File: src/rtl/shift_right_seq_32bit_pkg.sv
// Shared ALU package: default widths and the sequential shifter's state encodings.
package shift_right_seq_32bit_pkg;

  localparam int unsigned WIDTH_DEF   = 32;
  localparam int unsigned SHAMT_W_DEF = 5;
  localparam int unsigned AMT_W       = 32;

  typedef enum logic [1:0] {
    IDLE  = 2'd0,
    SHIFT = 2'd1,
    DONE  = 2'd2
  } state_t;

endpackage

File: src/rtl/shift_right_seq_32bit_if.sv
// Request/response bundle of the sequential right shifter.
interface shift_right_seq_32bit_if
  import shift_right_seq_32bit_pkg::*;
#(
  parameter int unsigned WIDTH = WIDTH_DEF
);
  logic [WIDTH-1:0] X;
  logic [AMT_W-1:0] Y;
  logic             arith;
  logic             in_valid;
  logic             in_ready;
  logic [WIDTH-1:0] Z;
  logic             out_valid;
  logic             out_ready;
  logic             busy;

  modport master (
    output X, Y, arith, in_valid, out_ready,
    input  in_ready, Z, out_valid, busy
  );

  modport slave (
    input  X, Y, arith, in_valid, out_ready,
    output in_ready, Z, out_valid, busy
  );
endinterface

File: src/rtl/shift_right_seq_32bit_1bit.sv
// One output bit of a right shift: word[index+amount], or fill once the source runs off the top.
module shift_right_1bit
#(
  parameter int unsigned WIDTH   = 32,
  parameter int unsigned SHAMT_W = 5
)(
  input  logic [WIDTH-1:0]   word,
  input  logic [SHAMT_W-1:0] amount,
  input  logic [SHAMT_W-1:0] index,
  input  logic               fill,
  output logic               z_bit
);
  logic [SHAMT_W:0] src;

  assign src   = {1'b0, index} + {1'b0, amount};
  assign z_bit = src[SHAMT_W] ? fill : word[src[SHAMT_W-1:0]];
endmodule

File: src/rtl/shift_right_seq_32bit.sv
// Sequential right shifter: one power-of-two stage per clock, SHAMT_W stages per request.
// Define SHIFT_RIGHT_ARITH_EN to honour the arith input (sign fill); otherwise fill is always 0.
module shift_right_seq_32bit
  import shift_right_seq_32bit_pkg::*;
#(
  parameter int unsigned WIDTH   = WIDTH_DEF,
  parameter int unsigned SHAMT_W = SHAMT_W_DEF
)(
  input  logic                    clk,
  input  logic                    rst,
  shift_right_seq_32bit_if.slave  bus
);
  state_t             state;
  logic [SHAMT_W-1:0] k;
  logic [SHAMT_W-1:0] y_lat;
  logic               fill_q;
  logic [WIDTH-1:0]   work;
  logic [WIDTH-1:0]   stage_out;
  logic [SHAMT_W-1:0] stage_amt;
  logic [SHAMT_W-1:0] y_sh;
  logic               stage_en;
  logic               y_big;
  logic               fill_in;

`ifdef SHIFT_RIGHT_ARITH_EN
  assign fill_in = bus.arith & bus.X[WIDTH-1];
`else
  logic unused_arith;
  assign unused_arith = bus.arith;
  assign fill_in      = 1'b0;
`endif

  // Amounts of WIDTH or more leave nothing but fill bits.
  assign y_big     = |bus.Y[AMT_W-1:SHAMT_W];
  assign stage_amt = SHAMT_W'(1) << k;
  assign y_sh      = y_lat >> k;
  assign stage_en  = y_sh[0];

  for (genvar i = 0; i < WIDTH; i++) begin : g_bit
    shift_right_1bit #(.WIDTH(WIDTH), .SHAMT_W(SHAMT_W)) u_bit (
      .word   (work),
      .amount (stage_amt),
      .index  (SHAMT_W'(i)),
      .fill   (fill_q),
      .z_bit  (stage_out[i])
    );
  end

  assign bus.Z = work;

  always_ff @(posedge clk or posedge rst) begin
    if (rst) begin
      state         <= IDLE;
      k             <= '0;
      y_lat         <= '0;
      fill_q        <= 1'b0;
      work          <= '0;
      bus.out_valid <= 1'b0;
      bus.in_ready  <= 1'b1;
      bus.busy      <= 1'b0;
    end else begin
      case (state)
        IDLE: begin
          if (bus.in_valid) begin
            // An oversize amount is resolved at accept time; later stages keep the fill word intact.
            work         <= y_big ? {WIDTH{fill_in}} : bus.X;
            y_lat        <= bus.Y[SHAMT_W-1:0];
            fill_q       <= fill_in;
            k            <= '0;
            state        <= SHIFT;
            bus.in_ready <= 1'b0;
            bus.busy     <= 1'b1;
          end
        end
        SHIFT: begin
          if (stage_en) work <= stage_out;
          if (k == SHAMT_W'(SHAMT_W - 1)) begin
            k             <= '0;
            state         <= DONE;
            bus.out_valid <= 1'b1;
          end else begin
            k <= k + SHAMT_W'(1);
          end
        end
        DONE: begin
          if (bus.out_ready) begin
            state         <= IDLE;
            bus.out_valid <= 1'b0;
            bus.busy      <= 1'b0;
            bus.in_ready  <= 1'b1;
          end
        end
        default: begin
          state         <= IDLE;
          k             <= '0;
          bus.out_valid <= 1'b0;
          bus.busy      <= 1'b0;
          bus.in_ready  <= 1'b1;
        end
      endcase
    end
  end
endmodule
File: src/flat_wrapper.sv
// flat-port wrapper written by rule: the top's interface ports become plain ports
module shift_right_seq_32bit_flat import shift_right_seq_32bit_pkg::*;
#(
  parameter int unsigned WIDTH   = WIDTH_DEF,
  parameter int unsigned SHAMT_W = SHAMT_W_DEF
)
  (clk, rst, bus_X, bus_Y, bus_arith, bus_in_valid, bus_out_ready, bus_in_ready, bus_Z, bus_out_valid, bus_busy);
  shift_right_seq_32bit_if #(.WIDTH(WIDTH)) bus_i ();
  input  logic clk;
  input  logic rst;
  input wire logic [$bits(bus_i.X)-1:0] bus_X;
  input wire logic [$bits(bus_i.Y)-1:0] bus_Y;
  input wire logic [$bits(bus_i.arith)-1:0] bus_arith;
  input wire logic [$bits(bus_i.in_valid)-1:0] bus_in_valid;
  input wire logic [$bits(bus_i.out_ready)-1:0] bus_out_ready;
  output wire logic [$bits(bus_i.in_ready)-1:0] bus_in_ready;
  output wire logic [$bits(bus_i.Z)-1:0] bus_Z;
  output wire logic [$bits(bus_i.out_valid)-1:0] bus_out_valid;
  output wire logic [$bits(bus_i.busy)-1:0] bus_busy;
  assign bus_i.X = bus_X;
  assign bus_i.Y = bus_Y;
  assign bus_i.arith = bus_arith;
  assign bus_i.in_valid = bus_in_valid;
  assign bus_i.out_ready = bus_out_ready;
  assign bus_in_ready = bus_i.in_ready;
  assign bus_Z = bus_i.Z;
  assign bus_out_valid = bus_i.out_valid;
  assign bus_busy = bus_i.busy;
  shift_right_seq_32bit #(.WIDTH(WIDTH), .SHAMT_W(SHAMT_W)) u_core (.clk(clk), .rst(rst), .bus(bus_i));
endmodule
File: config.mk
export PLATFORM = sky130hd
export DESIGN_NAME = shift_right_seq_32bit_flat
export DESIGN_NICKNAME = d
export VERILOG_FILES = /design/src/rtl/shift_right_seq_32bit_pkg.sv /design/src/rtl/shift_right_seq_32bit_if.sv /design/src/rtl/shift_right_seq_32bit_1bit.sv /design/src/rtl/shift_right_seq_32bit.sv /design/src/flat_wrapper.sv
export SDC_FILE = /design/constraint.sdc
export NUM_CORES = 1
export LEC_CHECK = 0
export BUFFER_PORTS_ARGS = -buffer_cell sky130_fd_sc_hd__buf_2
export CORE_ASPECT_RATIO = 1.25
export CORE_MARGIN = 5
export CORE_UTILIZATION = 40
export DETAILED_ROUTE_END_ITERATION = 12
export PLACE_DENSITY = 0.6
export SYNTH_ARGS = -nofsm -noshare
export SYNTH_HDL_FRONTEND = slang
export SYNTH_SLANG_ARGS = --single-unit
File: constraint.sdc
create_clock -name clk -period 4.7 [get_ports clk]
set_input_delay 0.47 -clock clk [delete_from_list [all_inputs] [get_ports clk]]
set_output_delay 0.47 -clock clk [all_outputs]
set_load 0.01 [all_outputs]
==> results of run 1 <==
[cell families (layout without fill, tap and decap cells)]
kind of cell | Yosys count | in the layout | share of synthesized area
flops | 47 | 47 | 0.193
buf+inv | 75 | 159 | 0.0523
xor+xnor | 11 | 11 | 0.0183
compound gates | 209 | 209 | 0.233
fa+ha+maj | 21 | 21 | 0.0431
simple gates | 243 | 243 | 0.200
mux | 114 | 114 | 0.260
[critical path, delay by kind of cell (launching register included)]
| kind | cells | cell delay, ps |
|---|---|---|
| AO/OA/AOI/OAI | 2 | 540 |
| adder cells (fa/ha/maj) | 1 | 790 |
| flip-flops | 1 | 590 |
| multiplexers | 2 | 780 |
| AND/OR/NAND/NOR | 3 | 1190 |
[routing by layer]
metal / share of wire / vias up / routed length (um)
li1: - / 2934 / -
met4: 0.043 / 0 / 1070
met3: 0.083 / 62 / 2080
met1: 0.39 / 3196 / 9860
met2: 0.48 / 350 / 12000
met5: 0 / - / 0
[layout make-up]
class	count	area share
multi-input cells	598	0.660
flip-flops and latches	47	0.169
repair buffers	129	0.104
well taps	182	0.0326
clock buffers	6	0.0199
inverters	22	0.0118
clock inverters	2	0.00233
[metrics by stage]
stage | cells | hold WS (ps)
final | 986 | 395
after global routing | 986 | 397
after CTS | 986 | 390
after floorplan | 720 | 475
after detailed placement | 978 | 498
after global placement | 978 | 485
[worst min path at each step]
stage / start / slack (ps) / cells past startpoint / end
CTS: bus_Y[0] / 390 / 2 / u_core.y_lat[0]
global placement: u_core.y_lat[3] / 490 / 1 / u_core.y_lat[3]
finish: bus_Y[0] / 390 / 2 / u_core.y_lat[0]
global route: bus_X[23] / 400 / 3 / u_core.bus.Z[23]
floorplan: u_core.y_lat[2] / 480 / 1 / u_core.y_lat[2]
detailed placement: u_core.y_lat[0] / 500 / 1 / u_core.y_lat[0]
[state kept, by name (all words and copies together) (netlist names)]
signal,count
u_core.bus.Z,32
u_core.bus.busy,1
u_core.bus.in_ready,1
u_core.bus.out_valid,1
u_core.k,5
u_core.state,2
u_core.y_lat,5
[Yosys cell counts (all sizes together), types with 17 or more instances]
| cell type | count | share of area |
|---|---|---|
| nand2 | 78 | 0.051 |
| mux2i | 58 | 0.095 |
| o21ai | 52 | 0.045 |
| dfrtp | 46 | 0.19 |
| nor2 | 46 | 0.030 |
| a21oi | 43 | 0.036 |
| clkbuf | 34 | 0.021 |
| mux4 | 33 | 0.12 |
| nand3 | 25 | 0.021 |
| mux2 | 23 | 0.042 |
| ha | 21 | 0.043 |
| inv | 20 | 0.012 |
| buf | 19 | 0.018 |
| nor3 | 17 | 0.016 |
==> qor.yml, run 1 <==
grt:
  grt.total_usage: 0.278
  use_met2: 0.465
  grt_max_degree: 48
  grt_pass1_wl_mm: 38.5
  antenna_found_initial: 0
  grt_busiest_layer: "met2"
  globalRouteMet3Util: 0.0402
  met1_usage: 0.359
  grt_pass1_vias: 6554
  overflow: 0
setup_path:
  start_kind: "flip-flop"
  reg2reg_to: "u_core.bus.Z[7]"
  critPathSlowestCell: "ha_1"
  timing.critical_path.to: "u_core.bus.Z[7]"
  max_stage_delay_ps: 790
  startpoint: "u_core.k[2]"
  reg2reg_slack_ps: 730
  critPathCaptureType: "flip-flop"
  path_class: "flip-flop to flip-flop"
  worstPathArrival_ps: 4200
  crit_path_max_fanout: 19
  cp.required_ps: 4930
  crit_path_cell_trace: "nor3_4, nand2_1, ha_1, mux4_2, mux2_2, a222oi_1, nand4_1, o211ai_1"
  r2r_cells: 8
  reg2reg_from: "u_core.k[2]"
timing:
  finalSetupTns_ps: 0
  maxSlewViolCount: 0
  period_minus_slack_ps: 3970
  fin_crit_sh: 0.845
  finalHoldViolCount: 0
  setup_ws_ps: 730
  relSlewSlack: 0.203
  max_clock_freq_ghz: 0.252
  worst_pin_slew_ps: 1190
  fin_skew_ps: 5.81
  rsz0062_at_grt: "no"
  setup_viol: 0
yosys:
  yosysSeqAreaShare: 0.193
  synth_area_um2: 6100
  synthCells: 720
  syn_area_per_cell_um2: 8.47
  async_flop_share: 1.00
  ys_warn_count: 0
  synth_fp_nets: 810
  synth-seq-cells: 47
  ys_types: 74
  synth-edff-count: 0
  synth-main-ff-cell: "dfrtp_1"
floorplanning:
  dieHeight_um: 148
  start_util: 0.408
  io_pins: 104
  fp-row-count: 50
  core_um2: 15000
  die_x_um: 120
  die-area_um2: 17800
detailed_routing:
  routedWlPerCell_um: 25.4
  drc: 0
  vias: 6542
  via_per_inst: 6.63
  drtIter0Drc: 681
  final_antenna_net_count: 0
  drt-total-wl_mm: 25.0
  drt_first_pass_iters: 8
layout:
  layout-drive-gt1-share: 0.267
  final_util: 0.467
  fill_cells: 1471
  final_common_cell: "buf_2"
  diodes: 0
  design_area_um2: 6980
  multiInputGateArea_um2: 4610
  regArea_um2: 1180
  area_delta_synth_final_pct: 14.4
  layout.nets: 893
  final_cell_mix: "102 x buf_2, 77 x nand2_1, 58 x mux2i_1"
placed_design:
  place_area_um2: 6820
  post-place-ws_ps: 828
  routabilityCongestion: 0.988
  io_buffers: 102
  hpwl_mm: 19.0
clock_tree:
  numCtsBuffers: 5
  ctsRootBufferMaster: "clkbuf_16"
  ctsResizeCount: 0
  cts_sinks: 47
  hold_buffers: 0
  htreeDepth: 2
  tritoncts: "built"
  clkTransAtPathRegs_ps: 70
  clk_latency_ps: 310
  postCtsSetupRepairBufs: 0
  clockBufferDepth: 2
run:
  cap_viol_max_count: 0
min_path:
  min_path_type: "primary input to flip-flop"
run_status:
  status: "finished, final reports clean"
Power of run 1 is left out: the tool's default activity adds up to more than one toggle a clock period on the data nets, which glitch-free logic cannot reach.
==> run 2: changes to the inputs <==
- ABC_AREA: default -> 1
- PLACE_DENSITY: 0.6 -> 0.61
- clock period: 4.7 -> 3.87 ns (I/O delays scaled with it)
==> qor.yml, run 2 <==
clock_tree:
  ctsRootBufferMaster: "clkbuf_16"
  hold_buffers: 0
  numCtsBuffers: 5
  clkTransAtPathRegs_ps: 70
  clk_latency_ps: 310
  ctsResizeCount: 0
  cts_sinks: 47
  tritoncts: "built"
  clockBufferDepth: 2
  htreeDepth: 2
  postCtsSetupRepairBufs: 0
yosys:
  synth-seq-cells: 47
  yosysTopAreaCell: "nand3_1"
  synthTopCellsByCount: "281 x nand3_1, 161 x nand2_1, 111 x inv_1"
  synth_most_common_cell: "nand3_1"
  synth-main-ff-cell: "dfrtp_1"
  synth_top_area_frac: 0.249
  synth_fp_nets: 1021
  ys_warn_count: 0
  async_flop_share: 1.00
  synth_area_um2: 5640
  syn_area_per_cell_um2: 6.06
  synthCells: 931
  yosysSeqAreaShare: 0.209
  ys_types: 41
  synth-edff-count: 0
  synthTopCellsByArea: "nand3_1 25%, dfrtp_1 20%, nand2_1 11%"
setup_path:
  critPathCaptureType: "flip-flop"
  cp.required_ps: 4060
  crit_path_max_fanout: 21
  reg2reg_from: "u_core.k[2]"
  reg2reg_to: "u_core.bus.Z[19]"
  start_kind: "flip-flop"
  startpoint: "u_core.k[2]"
  path_class: "flip-flop to flip-flop"
  timing.critical_path.to: "u_core.bus.Z[19]"
  r2r_cells: 10
  reg2reg_slack_ps: 620
  worstPathArrival_ps: 3440
placed_design:
  post-place-ws_ps: 743
  routabilityCongestion: 1.01
  hpwl_mm: 17.2
  io_buffers: 102
layout:
  layout-drive-gt1-share: 0.163
  fill_cells: 1555
  regArea_um2: 1180
  largest_register_ffs: 32
  final_cell_mix: "281 x nand3_1, 161 x nand2_1, 110 x inv_1"
  diodes: 0
  multiInputGateArea_um2: 3730
  final_common_cell: "nand3_1"
  area_delta_synth_final_pct: 11.9
  layout.nets: 1100
timing:
  period_minus_slack_ps: 3250
  setup_ws_ps: 619
  relSlewSlack: 0.317
  rsz0062_at_grt: "no"
  finalHoldViolCount: 0
  whs_ps: 307
  setup_viol: 0
  max_clock_freq_ghz: 0.308
  maxSlewViolCount: 0
  fin_crit_sh: 0.840
  finalSetupTns_ps: 0
  fin_skew_ps: 6.00
  worst_pin_slew_ps: 1020
floorplanning:
  fp-row-count: 48
  start_util: 0.408
  dieHeight_um: 143
  io_pins: 104
  die-area_um2: 16600
  core_um2: 13800
  die_x_um: 116
grt:
  grt_busiest_layer: "met2"
  overflow: 0
  use_met2: 0.445
  grt.total_usage: 0.263
  met1_usage: 0.325
  globalRouteMet3Util: 0.0339
  antenna_found_initial: 0
  grt_max_degree: 48
  grt_pass1_vias: 6377
  grt_pass1_wl_mm: 33.8
run:
  cap_viol_max_count: 0
run_status:
  status: "finished, final reports clean"
detailed_routing:
  drc: 0
  routedWlPerCell_um: 18.3
  drt-total-wl_mm: 21.7
  drt_first_pass_iters: 8
  final_antenna_net_count: 0
  drtIter0Drc: 670
  via_per_inst: 5.66
  vias: 6708
min_path:
  min_path_type: "primary input to flip-flop"
[run 2: cell types whose count changed after synthesis, moves of 33 or more]
cell / before / now
o21ai_0: 50 / 14
inv_1: 19 / 111
nor2_1: 45 / 101
nand3_1: 25 / 281
mux2i_1: 58 / 0
nand2_1: 77 / 161
mux4_2: 33 / 0
[run 2: worst min-delay path by stage]
stage | depth (start not counted) | slack, ps | from | to
2_1_floorplan | 1 | 480 | u_core.y_lat[4] | u_core.y_lat[4]
3_3_place_gp | 2 | 470 | u_core.bus.in_ready | u_core.bus.in_ready
3_5_place_dp | 1 | 480 | u_core.bus.busy | u_core.bus.busy
4_1_cts | 2 | 300 | bus_Y[2] | u_core.y_lat[2]
5_1_grt | 2 | 320 | bus_Y[4] | u_core.y_lat[4]
6_report | 2 | 310 | bus_Y[2] | u_core.y_lat[2]
[run 2: logic make-up (layout without fill, tap and decap cells)]
group           count (synthesis)  after routing  share of synthesized area
mux                             4              4                    0.00799
compound gates                 82             82                     0.0777
flops                          47             47                      0.209
xor+xnor                       12             12                     0.0200
fa+ha+maj                      21             21                     0.0466
buf+inv                       162            242                      0.130
simple gates                  603            603                      0.509
[run 2: critical path: stages (launching register included)]
cell and delay (ps):
dfrtp_1 510, nor2_4 520, nand3_2 160, ha_1 360, clkinv_1 480, nand3_1 430, nand3_1 150, nand3_1 130
nand3_1 70, nand3_1 210, a21oi_1 90
[run 2: cell type report]
class | count | area share
Clock buffer | 7 | 0.0226
Clock inverter | 1 | 0.00139
Inverter | 125 | 0.0751
Multi-Input combinational cell | 722 | 0.590
Sequential cell | 47 | 0.187
Tap cell | 175 | 0.0347
Timing Repair Buffer | 109 | 0.0892
[run 2: layer usage]
| layer | vias up | share of wire |
|---|---|---|
| li1 | 3266 | - |
| met1 | 3088 | 0.39 |
| met2 | 302 | 0.49 |
| met3 | 52 | 0.072 |
| met4 | 0 | 0.051 |
| met5 | - | 0 |
[run 2: stage by stage]
step	cell area, um^2	util	cells
after floorplan	5640	-	931
after global placement	6160	0.446	1178
after detailed placement	6160	0.446	1178
after CTS	6310	0.457	1186
after global routing	6310	0.457	1186
final	6310	0.457	1186
Power of run 2 is left out for the same reason.
==> run 3: changes to the inputs <==
- PLACE_DENSITY: 0.61 -> 0.63
- clock period: 3.87 -> 2.6 ns (I/O delays scaled with it)
==> qor.yml, run 3 (synthesis gave the netlist of run 2 again) <==
clock_tree:
  postCtsSetupRepairBufs: 0
  ctsRootBufferMaster: "clkbuf_16"
  numCtsBuffers: 5
  hold_buffers: 0
  tritoncts: "built"
  clkTransAtPathRegs_ps: 80
  cts_sinks: 47
  clk_latency_ps: 310
  htreeDepth: 2
  clockBufferDepth: 2
grt:
  grt.total_usage: 0.262
  globalRouteMet3Util: 0.0356
  overflow: 0
  grt_pass1_vias: 6514
  use_met2: 0.437
  grt_busiest_layer: "met2"
  antenna_found_initial: 0
  met1_usage: 0.327
  grt_max_degree: 48
  grt_pass1_wl_mm: 33.9
layout:
  fin_cells: 1236
  largest_register_ffs: 32
  fill_cells: 1549
  layout.nets: 1150
  layout-drive-gt1-share: 0.205
  area_delta_synth_final_pct: 19.7
  diodes: 0
  final_util: 0.488
  final_common_cell: "nand3_1"
  final_cell_mix: "281 x nand3_1, 161 x nand2_1, 110 x inv_1"
  design_area_um2: 6750
timing:
  finalHoldViolCount: 0
  period_minus_slack_ps: 2440
  finalSetupTns_ps: 0
  fin_crit_sh: 0.940
  setup_viol: 0
  fin_skew_ps: 9.79
  relSlewSlack: 0.564
  max_clock_freq_ghz: 0.409
  rsz0062_at_grt: "no"
  worst_pin_slew_ps: 648
  maxSlewViolCount: 0
detailed_routing:
  via_per_inst: 5.54
  drt_first_pass_iters: 6
  drtIter0Drc: 481
  drt-total-wl_mm: 21.5
  drc: 0
  vias: 6848
  final_antenna_net_count: 0
  routedWlPerCell_um: 17.4
setup_path:
  cp_top_family: "simple AND/OR/NAND/NOR gates"
  critPathCaptureType: "flip-flop"
  critPathSlowestCell: "dfrtp_1"
  path_common_cell: "nand3_1"
  path_class: "flip-flop to flip-flop"
  reg2reg_slack_ps: 160
  reg2reg_to: "u_core.bus.Z[27]"
  max_stage_delay_ps: 450
  start_kind: "flip-flop"
  worstPathArrival_ps: 2680
  reg2reg_from: "u_core.k[4]"
  crit_path_cell_trace: "inv_2, nand2_4, inv_2, nand3_2, ha_1, clkinv_1, buf_4, nand3_1, nand3_1, nand3_1, nand3_1, nand3_1, a21oi_1"
  critPathBufInv: 4
  crit_path_max_fanout: 19
  r2r_cells: 13
  cp.required_ps: 2830
placed_design:
  dp.cells: 1228
  place_area_um2: 6550
  hpwl_mm: 17.6
  io_buffers: 102
  routabilityCongestion: 1.07
floorplanning:
  die-area_um2: 16600
  start_util: 0.408
  die_x_um: 116
  io_pins: 104
  dieHeight_um: 143
  core_um2: 13800
  fp-row-count: 48
run_status:
  status: "finished, final reports clean"
min_path:
  min_path_type: "primary input to async pin"
run:
  cap_viol_max_count: 0
==> run 3: cell count changes in the layout (fill, tap and decap cells not counted), sizes merged <==
cell    previous run  this run
buf              109       159
bufinv             0         2
clkbuf             7         5
clkinv             2         1
inv              124       125
==> run 3: timing repair <==
action	CTS	global route
resized for setup	0	1
endpoints found under the hold margin	0	0
setup endpoints to repair	0	1
==> run 3: how the worst max path moves through the flow <==
| stage | start | endpoint | slack, ps | cells past startpoint |
|---|---|---|---|---|
| after global placement | u_core.k[4] | u_core.bus.Z[27] | 230 | 13 |
| after CTS | u_core.k[1] | u_core.bus.Z[11] | 190 | 12 |
| after global routing | u_core.k[0] | u_core.bus.Z[27] | 20 | 14 |
| after floorplan | u_core.k[1] | u_core.bus.Z[7] | 60 | 13 |
| after detailed placement | u_core.k[4] | u_core.bus.Z[27] | 210 | 13 |
| final | u_core.k[4] | u_core.bus.Z[27] | 160 | 13 |
==> run 3: metal layers <==
metal | part of all wire | routed length, um
met1 | 0.39 | 8480
met2 | 0.47 | 10200
met3 | 0.076 | 1650
met4 | 0.057 | 1220
met5 | 0 | 0
==> run 3: worst reg2reg max path, stage by stage (launching register included) <==
cell      delay (ps)
dfrtp_1          450
inv_2            100
nand2_4           80
inv_2             80
nand3_2           70
ha_1             340
clkinv_1          60
buf_4            230
nand3_1          230
nand3_1          170
nand3_1          110
nand3_1           80
nand3_1          180
a21oi_1          180
==> run 3: cell type report <==
| class | instances | area [um^2] | share of cell area |
|---|---|---|---|
| repair buffers | 159 | 951 | 0.141 |
| flip-flops and latches | 47 | 1180 | 0.174 |
| inverters | 125 | 474 | 0.0703 |
| multi-input cells | 722 | 3730 | 0.553 |
| clock buffers | 5 | 125 | 0.0185 |
| well taps | 175 | 219 | 0.0324 |
| clock inverters | 3 | 71.3 | 0.0106 |
==> run 3: through the flow <==
stage / setup WS [ps] / hold WS (ps)
floorplan: 63.0 / 411
global placement: 235 / 455
detailed placement: 208 / 461
CTS: 190 / 132
global route: 22.8 / 169
finish: 155 / 101
Power of run 3 is left out for the same reason.
